===== src/rtl/pc_sequencer.sv =====
// Fetch-stage program-counter sequencer: fetches through a req/ack handshake,
// waits for execute, then computes the next PC and the jal link write.
module pc_sequencer #(
  parameter int unsigned         PC_WIDTH = 32'd32,
  parameter logic [PC_WIDTH-1:0] RESET_PC = {PC_WIDTH{1'b0}},
  parameter int unsigned         LINK_REG = 32'd31
) (
  input  logic                clk,
  input  logic                reset,
  input  logic                start,
  input  logic                halt_req,
  output logic                imem_req,
  output logic [PC_WIDTH-1:0] imem_addr,
  input  logic                imem_ack,
  input  logic [31:0]         imem_rdata,
  output logic [31:0]         ir,
  output logic                ir_valid,
  input  logic                exec_done,
  input  logic [31:0]         instr_ID,
  input  logic [31:0]         br_out,
  output logic [PC_WIDTH-1:0] pc,
  output logic                link_we,
  output logic [4:0]          link_addr,
  output logic [31:0]         link_data,
  output logic                busy
);

  typedef enum logic [1:0] {
    S_IDLE   = 2'd0,
    S_FETCH  = 2'd1,
    S_DECODE = 2'd2,
    S_UPDATE = 2'd3
  } state_t;

  localparam logic [31:0]         ID_COND_LO = 32'd15;
  localparam logic [31:0]         ID_COND_HI = 32'd20;
  localparam logic [31:0]         ID_J       = 32'd21;
  localparam logic [31:0]         ID_JR      = 32'd22;
  localparam logic [31:0]         ID_JAL     = 32'd23;
  localparam logic [PC_WIDTH-1:0] PC_ONE     = PC_WIDTH'(1'b1);

  state_t              state_r;
  logic [PC_WIDTH-1:0] pc_r;
  logic [31:0]         ir_r;
  logic                ir_valid_r;
  logic                imem_req_r;
  logic                link_we_r;
  logic [31:0]         link_data_r;
  logic                busy_r;
  logic [31:0]         id_r;
  logic [31:0]         br_r;
  logic [PC_WIDTH-1:0] br_tgt_s;
  logic [PC_WIDTH-1:0] next_pc_s;

  // br_out is cut (or zero-extended) to PC width; all PC arithmetic wraps silently
  assign br_tgt_s = PC_WIDTH'(br_r);

  // Next-PC selection from the instruction ID and branch result latched in DECODE
  always_comb begin
    next_pc_s = pc_r + PC_ONE;
    if ((id_r >= ID_COND_LO) && (id_r <= ID_COND_HI)) begin
      next_pc_s = pc_r + PC_ONE + br_tgt_s;
    end else if ((id_r == ID_J) || (id_r == ID_JR) || (id_r == ID_JAL)) begin
      next_pc_s = br_tgt_s;
    end else begin
      next_pc_s = pc_r + PC_ONE;
    end
  end

  // Sequencer FSM; strobes are registered so they are set on the edge entering their state
  always_ff @(posedge clk) begin
    if (reset) begin
      state_r     <= S_IDLE;
      pc_r        <= RESET_PC;
      ir_r        <= 32'd0;
      ir_valid_r  <= 1'b0;
      imem_req_r  <= 1'b0;
      link_we_r   <= 1'b0;
      link_data_r <= 32'd0;
      busy_r      <= 1'b0;
      id_r        <= 32'd0;
      br_r        <= 32'd0;
    end else begin
      case (state_r)
        S_IDLE: begin
          if (start) begin
            state_r    <= S_FETCH;
            imem_req_r <= 1'b1;
            busy_r     <= 1'b1;
          end
        end
        S_FETCH: begin
          if (imem_ack) begin
            state_r    <= S_DECODE;
            ir_r       <= imem_rdata;
            imem_req_r <= 1'b0;
            ir_valid_r <= 1'b1;
          end
        end
        S_DECODE: begin
          if (exec_done) begin
            state_r    <= S_UPDATE;
            id_r       <= instr_ID;
            br_r       <= br_out;
            ir_valid_r <= 1'b0;
            link_we_r  <= (instr_ID == ID_JAL);
            if (instr_ID == ID_JAL) begin
              link_data_r <= 32'(pc_r + PC_ONE);
            end
          end
        end
        S_UPDATE: begin
          pc_r      <= next_pc_s;
          link_we_r <= 1'b0;
          if (halt_req) begin
            state_r <= S_IDLE;
            busy_r  <= 1'b0;
          end else begin
            state_r    <= S_FETCH;
            imem_req_r <= 1'b1;
          end
        end
        default: begin
          state_r    <= S_IDLE;
          ir_valid_r <= 1'b0;
          imem_req_r <= 1'b0;
          link_we_r  <= 1'b0;
          busy_r     <= 1'b0;
        end
      endcase
    end
  end

  assign imem_req  = imem_req_r;
  assign imem_addr = pc_r;
  assign ir        = ir_r;
  assign ir_valid  = ir_valid_r;
  assign pc        = pc_r;
  assign link_we   = link_we_r;
  assign link_addr = 5'(LINK_REG);
  assign link_data = link_data_r;
  assign busy      = busy_r;

endmodule


===== config.mk =====
export PLATFORM = sky130hd
export DESIGN_NAME = pc_sequencer
export DESIGN_NICKNAME = d
export VERILOG_FILES = /design/src/rtl/pc_sequencer.sv
export SDC_FILE = /design/constraint.sdc
export NUM_CORES = 1
export LEC_CHECK = 0
export CELL_PAD_IN_SITES_DETAIL_PLACEMENT = 1
export CELL_PAD_IN_SITES_GLOBAL_PLACEMENT = 1
export CORE_UTILIZATION = 32
export DETAILED_ROUTE_END_ITERATION = 12
export GPL_TIMING_DRIVEN = 1
export PLACE_DENSITY = 0.82
export SETUP_SLACK_MARGIN = 0.1
export SLEW_MARGIN = 10
export SYNTH_ARGS = -nofsm -noshare
export SYNTH_HDL_FRONTEND = slang
export SYNTH_SLANG_ARGS = --single-unit

===== constraint.sdc =====
create_clock -name clk -period 3.8 [get_ports clk]
set_input_delay 0.76 -clock clk [delete_from_list [all_inputs] [get_ports clk]]
set_output_delay 0.76 -clock clk [all_outputs]
set_load 0.01 [all_outputs]

==> summary.md <==
| Metric | Value |
|---|---|
| Largest net degree at the start of global routing | `between 60 and 70` |
| CTS Buf Count | `17` |
| Gr ovfl total | `0` |
| Status | `finished, final reports clean` |
| Hold WS | `~0.46 ns` |
| Worst rel slew slack | `between 20% and 30%` |
| Nets | `1571` |
| FF+latch count, synth | `166` |
| Number of flops mapped to enable cells by yosys | `0` |
| VDD IR max | `about 0.25 mV` |
| Remaining DRCs | `0` |
| All-layer global routing usage | `21.8%` |
| Data required, critical path | `a little over 4 ns` |
| Synthesized instance count | `1203` |
| P&R area growth vs syn | `40.2%` |
| Fin Setup TNS | `0 ns` |
| Pre-antenna DRT Iters | `5` |
| Routed wire length | `roughly 34 mm` |
| Via Count | `slightly below 10000` |
| Met1 WL | `15.3 mm` |
| YS warnings | `0` |
| Post-synth cell types | `a little under 70` |
| Root Driver | `clkbuf_16` |
| Row cnt | `62` |
| Share of the yosys chip area belonging to registers | `35.4%` |
| H-tree Lvls | `4` |
| CTS Buffer Depth | `2` |
| Die X | `~170 um` |
| Tightest Pin Transition | `1.13 ns` |
| First DRT Iteration DRCs | `approximately 620` |
| Period utilisation layout | `between 90% and 100%` |
| Initial antenna violation count | `1` |
| Clock sink total | `between 150 and 200` |
| Post-DRT Antenna Nets | `0` |
| First-pass GRT wire length | `between 50 and 60 mm` |
| Worst setup margin | `slightly below 0.1 ns` |
| Fin area | `0.0132 sq mm` |
| Worst slack, placed | `-0.187 ns` |
| Power Density | `around 460 mW/mm^2` |
| Min-Delay Path Class | `register to register` |
| Final Skew | `0.0135 ns` |
| Reg clk slew, reported paths | `0.08 ns` |
| Max Cap Viol | `0` |
| Chip height | `approximately 170 um` |
| Commonest non-fill, non-tap cell in the layout | `nand2_1` |
| Detailed-placement wirelength estimate | `approximately 24 mm` |
| CP Capture Type | `register` |
| Critical path arrival | `between 4 and 5 ns` |
| Routed WL per cell | `~19 um` |
| Vias in the first global route | `a little under 10000` |
| Initial Util | `between 30% and 40%` |
| Routability cong. | `about 0.91` |
| Final setup fails | `0` |
| Cell Area, Placed | `0.0121 sq mm` |
| Core area | `0.0288 sq mm` |
| Max Clk Rate | `between 200 and 300 MHz` |
| Final hold vios | `0` |
| Synthesized area | `0.00940 sq mm` |
| Clock Latency Late Sink | `approximately 0.44 ns` |
| Layout cells sized above 1 | `around an eighth` |
| P_leak | `~0.0052 uW` |
| # IOs | `about 240` |
| Met2 wire length | `about 16 mm` |
| Die area | `0.0301 sq mm` |
| Synthesized area per cell | `7.81 sq um` |
| Final Max Tran Viols | `0` |
| Asr flop ratio synth | `0%` |
| Metal3 WL | `between 2 and 3 mm` |
| CTS tree | `built` |
| RSZ-0062 raised after global routing | `yes` |
| Highest-count cells in the layout ignoring fill and taps | `nand2_1, clkdlybuf4s50_1, dfxtp_1, a21oi_1, nor2_1` |
| Crit Path Category | `register to register` |
| I/O Buffers | `approximately 230` |
| Clock period minus worst slack | `3.70 ns` |
| DR top layer | `met4` |
| Crit-path max FO | `6` |
| Predominant post-synthesis flop cell | `dfxtp_1` |
| Vias/cell | `5.30` |
| CP startpoint kind | `register` |
-- path summary, 6_finish.rpt --
| kind | startpoint | endpoint | slack (ns) | depth (start not counted) |
|---|---|---|---|---|
| worst max-delay path | imem_addr[1] | imem_addr[27] | 0.1 | 17 |
| worst min-delay path | ir[16] | ir[16] | 0.46 | 2 |
| worst max register to register | imem_addr[1] | imem_addr[27] | 0.1 | 17 |
| worst min register to register | ir[16] | ir[16] | 0.46 | 2 |
-- per-stage QoR --
step | utilization, % | power [uW] | std cells
final | 45.8 | 6000 | 1821
after global routing | 45.7 | 6310 | 1820
after CTS | 44.5 | 5970 | 1811
after detailed placement | 42.2 | 4120 | 1779
after global placement | 42.2 | 4040 | 1779
after floorplan | - | 3270 | 1207
-- report_power, final --
part / switching, uW / internal (uW) / leakage, uW
Combinational: 1150 / 895 / 0.00355
Clock: 883 / 948 / 0.000288
Sequential: 195 / 1930 / 0.00134
-- final cells by class --
type                       instances  area [sq um]
clock buffer                      17           425
timing repair buffer             300          2890
inverter                          28           105
fill                            3368         15600
clock inverter                    15           184
antenna                            1          2.50
multi-input combinational        910          5750
sequential                       166          3330
tap                              384           480
-- cells by family (layout without fill, tap and decap cells) --
| logic type | after synthesis | after routing | share of synthesized area, % |
|---|---|---|---|
| simple gates | 472 | 472 | 23.0 |
| compound gates | 301 | 301 | 19.6 |
| flops | 166 | 166 | 35.4 |
| buf+inv | 131 | 360 | 7.35 |
| xor+xnor | 56 | 56 | 5.22 |
| fa+ha+maj | 46 | 46 | 6.21 |
| mux | 30 | 30 | 3.21 |
| other cells | 1 | 6 | 0.0399 |
-- flip-flops by register name, indices dropped and copies added, names as in the netlist --
register / cells
br_r: 32
id_r: 32
imem_addr: 32
ir: 32
link_data: 32
state_r: 2
busy: 1
imem_req: 1
ir_valid: 1
link_we: 1
-- worst max-delay path, stage by stage (launching register included) --
cell	delay, ns
dfxtp_4	0.38
ha_4	0.16
nand3_4	0.13
nor3_4	0.19
buf_6	0.14
nand4_1	0.13
xor2_1	0.30
inv_1	0.12
ha_4	0.28
a21o_1	0.21
a21o_1	0.19
a21oi_1	0.37
o22ai_1	0.16
nor3_2	0.23
o31ai_2	0.10
xor2_1	0.17
a211oi_1	0.21
nor3_1	0.07
-- timing repair --
item	in CTS	in global routing
gates resized for setup	16	59
setup buffers	0	9
setup endpoints to repair	9	16
hold buffers	0	0
pin swaps	4	31
-- synth_stat cells, types with 20 or more instances --
cell / instances / area share, %
clkbuf_1: 53 / 2.1
o21ai_0: 36 / 1.9
nor2_1: 100 / 4.0
xnor2_1: 32 / 3.0
mux2i_1: 29 / 3.1
a21o_1: 20 / 1.6
ha_1: 45 / 6.0
a21oi_1: 142 / 7.6
inv_1: 27 / 1.1
buf_4: 37 / 3.0
dfxtp_1: 166 / 35
xor2_1: 24 / 2.2
nor3_1: 27 / 1.4
nand2_1: 245 / 9.8
a211oi_1: 55 / 4.4
-- routing by layer --
metal	global-route usage [%]	up-vias
met5	0	-
met4	5.24	0
met3	6.27	35
met2	34.8	371
met1	28.8	4664
li1	-	4586
Power figures use the tool's default switching activity.
